--- src/rtl/mem_initiator_if.sv ---
// Command, response and memory-port bundle between the pipeline, mem_initiator and the register memory.
// master is the initiator's view; slave is the environment (pipeline plus memory) view.
interface mem_initiator_if #(
    parameter int AW = 11,
    parameter int DW = 11
);
    logic          cmd_valid;
    logic          cmd_ready;
    logic [1:0]    cmd_op;
    logic [AW-1:0] cmd_adrs_a;
    logic [AW-1:0] cmd_adrs_b;
    logic [DW-1:0] cmd_wdata;

    logic          rsp_valid;
    logic          rsp_ready;
    logic [DW-1:0] rsp_data1;
    logic [DW-1:0] rsp_data2;
    logic          err_illegal;

    logic          w_en;
    logic [AW-1:0] w_adrs;
    logic [DW-1:0] data_in;
    logic          r_en1;
    logic [AW-1:0] r_adrs1;
    logic          r_en2;
    logic [AW-1:0] r_adrs2;
    logic [DW-1:0] data_out1;
    logic [DW-1:0] data_out2;

    modport master (
        input  cmd_valid, cmd_op, cmd_adrs_a, cmd_adrs_b, cmd_wdata,
        output cmd_ready,
        output rsp_valid, rsp_data1, rsp_data2, err_illegal,
        input  rsp_ready,
        output w_en, w_adrs, data_in, r_en1, r_adrs1, r_en2, r_adrs2,
        input  data_out1, data_out2
    );

    modport slave (
        output cmd_valid, cmd_op, cmd_adrs_a, cmd_adrs_b, cmd_wdata,
        input  cmd_ready,
        input  rsp_valid, rsp_data1, rsp_data2, err_illegal,
        output rsp_ready,
        input  w_en, w_adrs, data_in, r_en1, r_adrs1, r_en2, r_adrs2,
        output data_out1, data_out2
    );
endinterface

--- src/rtl/mem_initiator.sv ---
// Single-outstanding requester for the dual-read / single-write register memory.
// Memory strobes are registered at the accept edge so they are high for exactly the ISSUE cycle.
module mem_initiator #(
    parameter int AW     = 11,
    parameter int DW     = 11,
    parameter int RD_LAT = 1
) (
    input  logic            clk,
    input  logic            resetn,
    mem_initiator_if.master bus
);
    localparam int            CW       = (RD_LAT > 1) ? $clog2(RD_LAT) : 1;
    localparam logic [CW-1:0] CNT_LOAD = CW'(RD_LAT - 1);

    localparam logic [1:0] OP_ILLEGAL = 2'b00;
    localparam logic [1:0] OP_WRITE   = 2'b01;
    localparam logic [1:0] OP_READ2   = 2'b11;

    typedef enum logic [1:0] {IDLE, ISSUE, WAIT, RESP} state_t;

    state_t        state_reg, state_next;
    logic [CW-1:0] cnt_reg, cnt_next;
    logic [1:0]    op_reg;

    logic          w_en_reg, r_en1_reg, r_en2_reg;
    logic [AW-1:0] w_adrs_reg, r_adrs1_reg, r_adrs2_reg;
    logic [DW-1:0] data_in_reg;
    logic [DW-1:0] rsp_data1_reg, rsp_data2_reg;
    logic          err_reg;

    logic accept;
    logic capture;

    assign accept  = (state_reg == IDLE) && bus.cmd_valid;
    assign capture = (state_reg == WAIT) && (cnt_reg == '0);

    always_ff @(posedge clk or negedge resetn) begin
        if (!resetn) begin
            state_reg <= IDLE;
            cnt_reg   <= '0;
        end else begin
            state_reg <= state_next;
            cnt_reg   <= cnt_next;
        end
    end

    always_comb begin
        state_next = state_reg;
        cnt_next   = cnt_reg;
        case (state_reg)
            IDLE: begin
                if (accept && (bus.cmd_op != OP_ILLEGAL)) begin
                    state_next = ISSUE;
                end
            end
            ISSUE: begin
                if (op_reg == OP_WRITE) begin
                    state_next = IDLE;
                end else begin
                    state_next = WAIT;
                    cnt_next   = CNT_LOAD;
                end
            end
            WAIT: begin
                if (cnt_reg == '0) begin
                    state_next = RESP;
                end else begin
                    cnt_next = cnt_reg - CW'(1);
                end
            end
            RESP: begin
                if (bus.rsp_ready) begin
                    state_next = IDLE;
                end
            end
            default: state_next = IDLE;
        endcase
    end

    // Enables fall by default every cycle; addresses and data only move when their port is used.
    always_ff @(posedge clk or negedge resetn) begin
        if (!resetn) begin
            op_reg      <= '0;
            w_en_reg    <= 1'b0;
            r_en1_reg   <= 1'b0;
            r_en2_reg   <= 1'b0;
            w_adrs_reg  <= '0;
            r_adrs1_reg <= '0;
            r_adrs2_reg <= '0;
            data_in_reg <= '0;
            err_reg     <= 1'b0;
        end else begin
            w_en_reg  <= accept && (bus.cmd_op == OP_WRITE);
            r_en1_reg <= accept && bus.cmd_op[1];
            r_en2_reg <= accept && (bus.cmd_op == OP_READ2);
            if (accept) begin
                op_reg <= bus.cmd_op;
                if (bus.cmd_op == OP_WRITE) begin
                    w_adrs_reg  <= bus.cmd_adrs_a;
                    data_in_reg <= bus.cmd_wdata;
                end
                if (bus.cmd_op[1]) begin
                    r_adrs1_reg <= bus.cmd_adrs_a;
                end
                if (bus.cmd_op == OP_READ2) begin
                    r_adrs2_reg <= bus.cmd_adrs_b;
                end
                if (bus.cmd_op == OP_ILLEGAL) begin
                    err_reg <= 1'b1;
                end
            end
        end
    end

    always_ff @(posedge clk or negedge resetn) begin
        if (!resetn) begin
            rsp_data1_reg <= '0;
            rsp_data2_reg <= '0;
        end else if (capture) begin
            rsp_data1_reg <= bus.data_out1;
            rsp_data2_reg <= (op_reg == OP_READ2) ? bus.data_out2 : '0;
        end
    end

    assign bus.cmd_ready   = (state_reg == IDLE);
    assign bus.rsp_valid   = (state_reg == RESP);
    assign bus.rsp_data1   = rsp_data1_reg;
    assign bus.rsp_data2   = rsp_data2_reg;
    assign bus.err_illegal = err_reg;
    assign bus.w_en        = w_en_reg;
    assign bus.w_adrs      = w_adrs_reg;
    assign bus.data_in     = data_in_reg;
    assign bus.r_en1       = r_en1_reg;
    assign bus.r_adrs1     = r_adrs1_reg;
    assign bus.r_en2       = r_en2_reg;
    assign bus.r_adrs2     = r_adrs2_reg;
endmodule

--- src/flat_wrapper.sv ---
// flat-port wrapper written by rule: the top's interface ports become plain ports
module mem_initiator_flat 
#(
    parameter int AW     = 11,
    parameter int DW     = 11,
    parameter int RD_LAT = 1
)
  (clk, resetn, bus_cmd_valid, bus_cmd_op, bus_cmd_adrs_a, bus_cmd_adrs_b, bus_cmd_wdata, bus_cmd_ready, bus_rsp_valid, bus_rsp_data1, bus_rsp_data2, bus_err_illegal, bus_rsp_ready, bus_w_en, bus_w_adrs, bus_data_in, bus_r_en1, bus_r_adrs1, bus_r_en2, bus_r_adrs2, bus_data_out1, bus_data_out2);
  mem_initiator_if #(.AW(AW), .DW(DW)) bus_i ();
  input  logic clk;
  input  logic resetn;
  input wire logic [$bits(bus_i.cmd_valid)-1:0] bus_cmd_valid;
  input wire logic [$bits(bus_i.cmd_op)-1:0] bus_cmd_op;
  input wire logic [$bits(bus_i.cmd_adrs_a)-1:0] bus_cmd_adrs_a;
  input wire logic [$bits(bus_i.cmd_adrs_b)-1:0] bus_cmd_adrs_b;
  input wire logic [$bits(bus_i.cmd_wdata)-1:0] bus_cmd_wdata;
  output wire logic [$bits(bus_i.cmd_ready)-1:0] bus_cmd_ready;
  output wire logic [$bits(bus_i.rsp_valid)-1:0] bus_rsp_valid;
  output wire logic [$bits(bus_i.rsp_data1)-1:0] bus_rsp_data1;
  output wire logic [$bits(bus_i.rsp_data2)-1:0] bus_rsp_data2;
  output wire logic [$bits(bus_i.err_illegal)-1:0] bus_err_illegal;
  input wire logic [$bits(bus_i.rsp_ready)-1:0] bus_rsp_ready;
  output wire logic [$bits(bus_i.w_en)-1:0] bus_w_en;
  output wire logic [$bits(bus_i.w_adrs)-1:0] bus_w_adrs;
  output wire logic [$bits(bus_i.data_in)-1:0] bus_data_in;
  output wire logic [$bits(bus_i.r_en1)-1:0] bus_r_en1;
  output wire logic [$bits(bus_i.r_adrs1)-1:0] bus_r_adrs1;
  output wire logic [$bits(bus_i.r_en2)-1:0] bus_r_en2;
  output wire logic [$bits(bus_i.r_adrs2)-1:0] bus_r_adrs2;
  input wire logic [$bits(bus_i.data_out1)-1:0] bus_data_out1;
  input wire logic [$bits(bus_i.data_out2)-1:0] bus_data_out2;
  assign bus_i.cmd_valid = bus_cmd_valid;
  assign bus_i.cmd_op = bus_cmd_op;
  assign bus_i.cmd_adrs_a = bus_cmd_adrs_a;
  assign bus_i.cmd_adrs_b = bus_cmd_adrs_b;
  assign bus_i.cmd_wdata = bus_cmd_wdata;
  assign bus_cmd_ready = bus_i.cmd_ready;
  assign bus_rsp_valid = bus_i.rsp_valid;
  assign bus_rsp_data1 = bus_i.rsp_data1;
  assign bus_rsp_data2 = bus_i.rsp_data2;
  assign bus_err_illegal = bus_i.err_illegal;
  assign bus_i.rsp_ready = bus_rsp_ready;
  assign bus_w_en = bus_i.w_en;
  assign bus_w_adrs = bus_i.w_adrs;
  assign bus_data_in = bus_i.data_in;
  assign bus_r_en1 = bus_i.r_en1;
  assign bus_r_adrs1 = bus_i.r_adrs1;
  assign bus_r_en2 = bus_i.r_en2;
  assign bus_r_adrs2 = bus_i.r_adrs2;
  assign bus_i.data_out1 = bus_data_out1;
  assign bus_i.data_out2 = bus_data_out2;
  mem_initiator #(.AW(AW), .DW(DW), .RD_LAT(RD_LAT)) u_core (.clk(clk), .resetn(resetn), .bus(bus_i));
endmodule
--- config.mk ---
export PLATFORM = sky130hd
export DESIGN_NAME = mem_initiator_flat
export DESIGN_NICKNAME = d
export VERILOG_FILES = /design/src/rtl/mem_initiator_if.sv /design/src/rtl/mem_initiator.sv /design/src/flat_wrapper.sv
export SDC_FILE = /design/constraint.sdc
export NUM_CORES = 1
export LEC_CHECK = 0
export ABC_CLOCK_PERIOD_IN_PS = 2800
export BUFFER_PORTS_ARGS = -buffer_cell sky130_fd_sc_hd__buf_4
export CORE_MARGIN = 4
export CORE_UTILIZATION = 50
export DETAILED_ROUTE_END_ITERATION = 10
export GPL_TIMING_DRIVEN = 0
export PLACE_DENSITY = 0.87
export SKIP_CTS_REPAIR_TIMING = 1
export SLEW_MARGIN = 30
export SYNTH_ARGS = -nofsm -noshare
export SYNTH_HDL_FRONTEND = slang
export SYNTH_SLANG_ARGS = --single-unit
--- constraint.sdc ---
create_clock -name clk -period 2.8 [get_ports clk]
set_input_delay 0 -clock clk [delete_from_list [all_inputs] [get_ports clk]]
set_output_delay 0 -clock clk [all_outputs]
set_load 0.1 [all_outputs]
# ---- Word level (Yosys, flattened, before mapping)
# Cells that the tools add are included.
dict set report word_totals {
  register_bits 75
  in_bits 61
  output_inout_bits 72
  word_cells 51
}
dict set report classes {
  add_sub_neg 1
  n_eq_ne 11
  mux 9
  n_bitwise 1
  n_reduce_logical 16
}
# operator n
set op_table {}
lappend op_table {{2-to-1 mux 11 bit} 1}
lappend op_table {{AND reduction 2 bit} 5}
lappend op_table {{equality test 2 bit, second input constant} 4}
lappend op_table {{2-to-1 mux 2 bit} 4}
lappend op_table {{one-hot mux 2 bit (4 select lines)} 1}
lappend op_table {{equality test 2 x 1 -> 1 bit, second input constant} 3}
lappend op_table {{logical AND 1 bit} 6}
lappend op_table {{logical NOT 2 bit} 2}
lappend op_table {{inequality test 2 x 1 -> 1 bit, second input constant} 2}
lappend op_table {{inequality test 2 bit, second input constant} 2}
lappend op_table {{nonzero test 2 bit} 2}
lappend op_table {{AND reduction 3 bit} 1}
lappend op_table {{2-to-1 mux 1 bit} 2}
lappend op_table {{one-hot mux 1 bit (2 select lines)} 1}
lappend op_table {{NOT 1 bit} 1}
lappend op_table {{subtractor 1 bit, second input constant} 1}

# ---- Logic depth before layout (Yosys ltp)
# Gate-level depths: netlist of run 1.
dict set report logic_depth {
  word_depth 5
  ltp_mapped 5
  mapped_depth_nobuf 3
}

# ---- Worst setup path before layout of run 1
# No wires, ideal clock.
dict set report synth_path {
  path_kind {flip-flop to flip-flop}
  startpoint {register u_core.state_reg[0]}
  endpoint {register u_core.data_in_reg[10], in the netlist u_core.bus.data_in[10]}
  setup_time_ps 126
  arrival_ps 2151
  required_ps 2674
  slack_ps 523
  path_stages_with_launch 6
  n_path_buf 2
  period_less_slack_ps 2277
  path_cell_list {dfrtp_1 -> nor2_2 -> and4b_1 -> buf_6 -> buf_6 -> mux2_4}
}
dict set report synth_between {
  elab_chain_len 3
}
# element line
set synth_rtl {}
lappend synth_rtl {{start, declared} mem_initiator.sv:21} ;# state_t state_reg, state_next;
lappend synth_rtl {{start signal, assigned} mem_initiator.sv:42} ;# state_reg <= state_next;
lappend synth_rtl {{logical NOT 2 bit} --}
lappend synth_rtl {{via bus_cmd_ready} flat_wrapper.sv:17} ;# output wire logic [$bits(bus_i.cmd_ready)-1:0] bus_cmd_ready;
lappend synth_rtl {{logical AND 1 bit} mem_initiator.sv:34} ;# assign accept = (state_reg == IDLE) && bus.cmd_valid;
lappend synth_rtl {{AND reduction 2 bit (no line)} --}
lappend synth_rtl {{end signal, assigned} mem_initiator.sv:100} ;# data_in_reg <= bus.cmd_wdata;
lappend synth_rtl {{end, declared} mem_initiator.sv:27} ;# logic [DW-1:0] data_in_reg;
# The timed path passes the listed nets, and every way through them passes these cells.
# A chain may end at the register's enable or synchronous reset.

==> metrics.yaml, run 1 <==
timing:
  drv_slew: 0
  rsz0062_at_grt: "no"
  hold_viol_final: 0
  tightest_slew_ps: 641.3
  min_period_over_period_pct: 57.74
  fmax_mhz: 618.6
  skew_ps: 10.21
  fin_crit_ps: 1617
  setup_viol: 0
  setup-tns-final_ps: 0
  slew_headroom_pct: 57.25
setup_path:
  crit_path_start_kind: "flop"
  path_max_fanout: 10
  endpoint_kind: "flop"
  crit_arrival_ps: 1850
  ff2ff_setup_slack_ps: 1180
  cp.required_ps: 3030
  path_class: "flop to flop"
global_route:
  global_route.overflow_total: 0
  grt_antenna_before_repair: 0
  track_usage_pct: 18.96
  grt_pass1_vias: 2070
  grt_pass1_wl_mm: 10.56
  grt_max_degree: 75
placed_design:
  dpl.cell_count: 372
  gp_congestion: 0.7458
  portBuffers: 132
  post_dp_cell_area_um2: 3958
  place_hpwl_mm: 4.717
floorplan:
  fp.dieArea_um2: 7031
  die_w_um: 83.85
  initial_core_util_pct: 51.92
  die_h_um: 83.85
  core-area_um2: 5540
  num_io_pins: 133
  std_cell_rows: 27
route:
  routed_via_density: 5.009
  postRouteAntennaNets: 0
  dr.pass1.iters: 4
  drt_iter0_drc: 82
  drc_errors: 0
  vias: 2244
  routedWlPerCell_um: 19.14
  wl_mm: 8.574
final_layout:
  antenna_cells_inserted: 0
  nets: 432
  areaGrowthSynthToFinish_pct: 65.68
  final_area_um2: 4766
  postLayoutCoreUtil_pct: 86.02
  nFillCells: 285
  multiInputGateArea_um2: 954.7
  final_layout_size_suffix_gt1_share_pct: 57.18
  seqCellArea_um2: 1852
  fin_cells: 448
clock_network:
  clockBufferDepth: 2
  cts.reportedPaths.clkPinSlew_ps: 80
  cts_num_sinks: 74
  cts_max_level: 3
  cts_tree: "built"
  cts_root_buffer: "clkbuf_8"
  numCtsBuffers: 9
  clock_latency_ps: 350
synthesis:
  yosysWarnings: 0
  ys_types: 22
  synth.cell_area_um2: 2877
  synth-seq-area-share_pct: 64.38
  syn-num-nets: 229
  avgSynthCellArea_um2: 17.12
  ys_ff_latch: 74
  netlist_instances: 168
run_status:
  status: "complete, no violations"
min_path:
  min_path_type: "input port to asynchronous set/reset pin"
run:
  cap_violations: 0
## layer usage
layer  vias up  global-route usage, %  wire (um)
met3        13                  7.996        670
li1       1001                      -          -
met4         0                  7.895        160
met2        91                  31.24       4673
met5         -                      0          0
met1      1139                  21.69       3069
## worst max-delay path, stage by stage (launching register included)
cell and delay [ps]:
dfrtp_1 470, nor2_2 180, and4b_1 230, buf_6 130
buf_6 180, mux2_4 320
## layout by cell type, fill, tap and decap left out, types with 2 or more instances in the layout
cell	count
a21oi_1	4
a22o_1	11
buf_2	2
buf_4	132
buf_6	5
clkbuf_8	10
clkinvlp_4	3
dfrtp_1	74
dlygate4sd3_1	60
mux2_2	28
mux2_4	28
nand2_1	2
nand2b_1	2
## worst paths after layout
check,from,to,cells after the start
min,resetn,u_core.bus.r_adrs1[7]$_DFFE_PN0P_,2
min reg2reg,u_core.bus.rsp_data1[5]$_DFFE_PN0N_,u_core.bus.rsp_data1[5]$_DFFE_PN0N_,1
max reg2reg,flop,u_core.bus.data_in[9]$_DFFE_PN0P_,5
max in group asynchronous,resetn,u_core.bus.rsp_data1[3]$_DFFE_PN0N_,2
max,flop,u_core.bus.data_in[9]$_DFFE_PN0P_,5
min in group clk,bus_rsp_ready,flop,3
## through the flow
| stage | hold slack [ps] | setup WS (ps) |
|---|---|---|
| finish | 240.4 | 1183 |
| global route | 304.4 | 1142 |
| CTS | -189.2 | 1235 |
| detailed placement | 184.4 | 1247 |
| global placement | 182.2 | 1251 |
| floorplan | -295.6 | 522.5 |
## area by class of cell
cell class,instances,area share (%)
flip-flops and latches,74,38.86
repair buffers,192,33.47
multi-input cells,85,20.03
clock buffers,10,2.888
well taps,72,1.890
clock inverters,6,1.391
plain buffers,8,1.391
inverters,1,0.07876
## cells in the mapped netlist
master | n | area [um^2]
mux2_2 | 28 | 315.3
nor2_1 | 1 | 3.750
clkbuf_1 | 1 | 3.750
nand2_1 | 2 | 7.510
a22o_1 | 11 | 96.34
and4b_1 | 1 | 10.01
nand2_4 | 1 | 11.26
dfrtp_1 | 74 | 1852
o21bai_1 | 1 | 7.510
buf_2 | 2 | 10.01
mux2_4 | 28 | 420.4
inv_1 | 1 | 3.750
nand2b_1 | 2 | 12.51
or2_2 | 1 | 6.260
and2_1 | 1 | 6.260
buf_4 | 1 | 7.510
a21oi_1 | 4 | 20.02
buf_6 | 4 | 45.04
nor2_2 | 1 | 6.260
a21o_1 | 1 | 7.510
and4bb_4 | 1 | 16.27
or2b_1 | 1 | 7.510
## cells by family after synthesis
kind of cell           Yosys count  synth area share (%)
multiplexers                    56                 25.58
AO/OA/AOI/OAI                   17                 4.567
AND/OR/NAND/NOR                 12                 3.045
buffers and inverters            9                 2.436
flip-flops                      74                 64.38
Power of run 1 is left out: the tool's default activity adds up to more than one toggle a clock period on the data nets, which glitch-free logic cannot reach.
==> run 2, diff against run 1 <==
- ABC_AREA: default -> 1
- ABC_CLOCK_PERIOD_IN_PS: 2800 -> 1500
- CORE_UTILIZATION: 50 -> 47
- PLACE_DENSITY: 0.87 -> 0.81
- clock period: 2.8 -> 1.5 ns (I/O delays scaled with it)
==> metrics.yaml, run 2 <==
synthesis:
  ys_types: 16  # -27%
  synth-seq-area-share_pct: 61.23  # -3.1 points
  syn-num-nets: 392  # +71%
  synth_async_sr_flop_share_pct: 100.0  # unchanged
  netlist.area_leader.share_pct: 61.23  # -3.1 points
  synthTopCellsByCount: "nand2_1, dfrtp_1, nand4_1"
  yosysMostFrequentCell: "nand2_1"
  synth_area_leaders: "dfrtp_1, nand2_1, nand4_1"
  avgSynthCellArea_um2: 9.136  # -47%
  netlist_instances: 331  # +97%
  synth.cell_area_um2: 3024  # +5.1%
  yosysWarnings: 0  # unchanged
  ys_ff_latch: 74  # unchanged
  synth_edf_count: 0  # unchanged
  synthFlopType: "dfrtp_1"
  synth_top_cell_by_area: "dfrtp_1"
global_route:
  grt_busiest_layer: "met2"
  grt_use_met2_pct: 34.26  # +3.0 points
  grt_max_degree: 75  # unchanged
  global_route.overflow_total: 0  # unchanged
  met1_usage_pct: 26.16  # +4.5 points
  grt_pass1_wl_mm: 12.78  # +21%
  grt_pass1_vias: 2781  # +34%
  grt_antenna_before_repair: 0  # unchanged
  track_usage_pct: 20.93  # +2.0 points
  grt_use_met3_pct: 6.797  # -1.2 points
placed_design:
  portBuffers: 132  # unchanged
  place_hpwl_mm: 5.823  # +23%
  gp_congestion: 0.7751  # +3.9%
final_layout:
  antenna_cells_inserted: 0  # unchanged
  areaGrowthSynthToFinish_pct: 63.26
  final_layout_size_suffix_gt1_share_pct: 32.53  # -25 points
  nets: 594  # +38%
  postLayoutCoreUtil_pct: 80.99  # -5.0 points
  final_common_cell: "nand2_1"
  nFillCells: 361  # +27%
  final_cell_mix: "nand2_1, buf_4, dfrtp_1, dlygate4sd3_1, nand4_1"
clock_network:
  cts_num_sinks: 74  # unchanged
  numCtsBuffers: 9  # unchanged
  cts_root_buffer: "clkbuf_8"
  cts_max_level: 3  # unchanged
  cts.reportedPaths.clkPinSlew_ps: 80  # about the same
  clockBufferDepth: 2  # unchanged
  clock_latency_ps: 330  # -20 ps
  cts_tree: "built"
timing:
  setup_viol: 0  # unchanged
  holdWs_ps: -11.61  # -252.0 ps
  drv_slew: 0  # unchanged
  fmax_mhz: 704.5
  hold_viol_final: 1  # +1
  fin_crit_ps: 1419
  min_period_over_period_pct: 94.63
  slew_headroom_pct: 55.12  # -2.1 points
  tightest_slew_ps: 673.1  # +31.80 ps
  rsz0062_at_grt: "no"
  skew_ps: 8.764  # -1.444 ps
route:
  drc_errors: 0  # unchanged
  postRouteAntennaNets: 0  # unchanged
  routed_via_density: 5.289  # +5.6%
  vias: 3242  # +44%
  wl_mm: 9.719  # +13%
  routedWlPerCell_um: 15.85  # -17%
  dr.pass1.iters: 5  # +1
  drt_iter0_drc: 187  # +130%
setup_path:
  cp.required_ps: 1500  # -1530 ps
  endpoint_kind: "output port"
  crit_arrival_ps: 1420  # -430 ps
  path_max_fanout: 10  # unchanged
  path_class: "flop to output port"
  crit_path_start_kind: "flop"
run_status:
  violations: "hold timing"
  status: "finished, violations left"
floorplan:
  fp.dieArea_um2: 7782  # +11%
  core-area_um2: 6096  # +10%
  num_io_pins: 133  # unchanged
  die_h_um: 88.22  # +5.2%
  initial_core_util_pct: 49.61  # -2.3 points
  die_w_um: 88.22  # +5.2%
  std_cell_rows: 28  # +3.7%
min_path:
  min_path_type: "input port to flop"
run:
  cap_violations: 0  # unchanged
[run 2: changes by cell type in the layout (fill, tap and decap cells not counted), moves of 11 or more]
cell / change
nand2_1: +141
buf_2: +15
o21ai_0: +12
nand4_1: +44
mux2_4: -28
a22o_1: -11
mux2_2: -28
inv_1: +11
nand3_1: +13
[run 2: critical path, stage by stage (launching register included)]
cell and delay [ps]:
dfrtp_2 440, buf_2 250, nand2_1 80, inv_1 80
buf_6 230
[run 2: worst paths after layout]
check	slack, ps	depth (start not counted)	endpoint	start
min in group asynchronous	230	2	u_core.bus.r_en2$_DFF_PN0_	resetn
hold / removal	-10	4	flop	bus_rsp_ready
hold reg to reg	460	2	u_core.bus.err_illegal$_DFFE_PN0P_	u_core.bus.err_illegal$_DFFE_PN0P_
max in group asynchronous	750	2	asynchronous set/reset pin	resetn
setup / recovery	80	4	bus_rsp_valid	flop
setup reg to reg	140	6	u_core.bus.w_adrs[7]$_DFFE_PN0P_	flop
[run 2: cell type report]
cell class | instances | area, um^2 | area share (%)
multi-input cells | 221 | 993.5 | 20.12
well taps | 75 | 93.84 | 1.901
flip-flops and latches | 74 | 1853 | 37.53
plain buffers | 23 | 126.4 | 2.560
clock buffers | 11 | 141.4 | 2.864
repair buffers | 192 | 1607 | 32.54
clock inverters | 5 | 77.57 | 1.571
inverters | 12 | 45.04 | 0.9123
[run 2: cell families (layout without fill, tap and decap cells)]
family / after synthesis / after routing / synth area share, %
AO/OA/AOI/OAI: 15 / 15 / 2.482
buffers and inverters: 36 / 243 / 5.916
flip-flops: 74 / 74 / 61.23
AND/OR/NAND/NOR: 206 / 206 / 30.37
[run 2: metrics by stage]
stage	instances	hold slack, ps	cell area, um^2	setup TNS, ps	setup slack (ps)
5_1_grt	613	1.562	4937	0	17.10
3_5_place_dp	538	193.4	4109	0	236.7
3_3_place_gp	538	190.6	4109	0	254.7
2_1_floorplan	331	-295.6	3024	0	178.3
6_report	613	-11.61	4937	0	80.59
4_1_cts	554	-183.3	4328	-182.8	-143.3
[run 2: routing by layer]
layer | routed length (um) | vias up
li1 | - | 1492
met1 | 3703 | 1549
met2 | 4806 | 171
met3 | 962 | 30
met4 | 247 | 0
met5 | 0 | -
Power of run 2 is left out for the same reason.
==> run 3, diff against run 2 <==
- REMOVE_ABC_BUFFERS: default -> 1
==> metrics.yaml, run 3 (same netlist as run 2, synthesis figures left out) <==
timing:
  hold_viol_final: 1  # unchanged
  min_period_over_period_pct: 97.05  # +2.4 points
  fin_crit_ps: 1456  # +36.36 ps
  drv_slew: 0  # unchanged
  tightest_slew_ps: 664.8  # -8.371 ps
  fmax_mhz: 686.9  # -2.5%
  layout_setup_ws_ps: 44.23  # -36.36 ps
  setup_viol: 0  # unchanged
  slew_headroom_pct: 55.68  # +0.56 points
  skew_ps: 10.89  # +2.124 ps
  holdWs_ps: -23.50  # -11.89 ps
setup_path:
  crit_path_start_kind: "flop"
  path_max_fanout: 17  # +7
  endpoint_kind: "output port"
  cp.required_ps: 1500  # about the same
  path_class: "flop to output port"
  crit_arrival_ps: 1460  # +40 ps
clock_network:
  numCtsBuffers: 9  # unchanged
  cts_root_buffer: "clkbuf_8"
  clock_latency_ps: 340  # about the same
  clockBufferDepth: 2  # unchanged
  cts_num_sinks: 74  # unchanged
  cts_tree: "built"
  cts.reportedPaths.clkPinSlew_ps: 80  # about the same
  cts_max_level: 3  # unchanged
global_route:
  grt_pass1_vias: 2833  # +1.9%
  grt_pass1_wl_mm: 13.12  # +2.6%
  track_usage_pct: 21.42  # +0.49 points
  grt_max_degree: 75  # unchanged
  grt_antenna_before_repair: 0  # unchanged
  global_route.overflow_total: 0  # unchanged
route:
  routedWlPerCell_um: 16.72  # +5.4%
  drt_iter0_drc: 178  # -4.8%
  wl_mm: 9.996  # +2.9%
  routed_via_density: 5.368  # +1.5%
  drc_errors: 0  # unchanged
  vias: 3210  # -0.99%
  postRouteAntennaNets: 0  # unchanged
  dr.pass1.iters: 4  # -1
placed_design:
  post_dp_cell_area_um2: 4003  # -2.6%
  dpl.cell_count: 515  # -4.3%
  portBuffers: 132  # unchanged
  pre_cts_ws_ps: -601.0  # -837.7 ps
  gp_congestion: 0.7524  # -2.9%
  place_hpwl_mm: 5.280  # -9.3%
final_layout:
  areaGrowthSynthToFinish_pct: 64.92
  antenna_cells_inserted: 0  # unchanged
  final_common_cell: "nand2_1"
  final_cell_mix: "nand2_1, buf_4, dfrtp_1, dlygate4sd3_1, nand4_1"
  nets: 579  # -2.5%
  fin_cells: 598  # -2.4%
  final_layout_size_suffix_gt1_share_pct: 31.74  # -0.79 points
  final_area_um2: 4987  # +1.0%
  nFillCells: 362  # +0.28%
  seqCellArea_um2: 1856  # +0.13%
  multiInputGateArea_um2: 1062  # +6.9%
floorplan:
  die_h_um: 88.22  # unchanged
  fp.dieArea_um2: 7782  # unchanged
  initial_core_util_pct: 49.61  # unchanged
  core-area_um2: 6096  # unchanged
  die_w_um: 88.22  # unchanged
  std_cell_rows: 28  # unchanged
  num_io_pins: 133  # unchanged
min_path:
  min_path_type: "input port to flop"
  hp-start: "bus_cmd_op[0]"
run_status:
  violations: "hold timing"
  status: "finished, violations left"
run:
  cap_violations: 0  # unchanged
run 3: cell types whose count changed in the layout (fill, tap and decap cells not counted), sizes merged:
cell,previous run,this run
inv,12,11
clkinvlp,1,2
buf,155,140
nand3,14,15
clkinv,2,1
run 3: cell type report:
cell class / instances / area share, %
clock inverter: 4 / 1.455
inverter: 12 / 0.9784
clock buffer: 12 / 3.312
sequential: 74 / 37.21
timing repair buffer: 199 / 33.87
tap: 75 / 1.882
multi-input combinational: 222 / 21.30
run 3: layer usage:
| metal | part of all wire, % | vias up | GRT usage, % |
|---|---|---|---|
| met4 | 1.3 | 0 | 5.907 |
| met1 | 39 | 1540 | 26.70 |
| met2 | 49 | 187 | 35.15 |
| li1 | - | 1471 | - |
| met5 | 0 | - | 0 |
| met3 | 11 | 12 | 8.194 |
run 3: path summary, 6_finish.rpt:
path | end | cells after the start | slack [ps]
min in group asynchronous | u_core.bus.rsp_data1[2]$_DFFE_PN0N_ | 2 | 250
max in group asynchronous | asynchronous set/reset pin | 2 | 740
worst min-delay path | u_core.state_reg[0]$_DFFE_PN0P_ | 3 | -20
worst max-delay path | bus_cmd_ready | 3 | 40
worst min register to register | u_core.bus.r_adrs1[0]$_DFFE_PN0P_ | 2 | 480
worst max register to register | u_core.bus.r_adrs1[4]$_DFFE_PN0P_ | 5 | 90
run 3: worst max-delay path, cell delays in order (launching register included):
cell and delay, ps:
dfrtp_4 510, nor2_4 190, clkbuf_16 220, buf_12 180
run 3: stage by stage:
step           setup TNS, ps  utilization, %
2_1_floorplan         -42260               -
3_3_place_gp          -48360           65.21
3_5_place_dp          -23900           65.66
4_1_cts               -25280           69.56
5_1_grt               -3.011           81.81
6_report                   0           81.81
Power of run 3 is left out for the same reason.
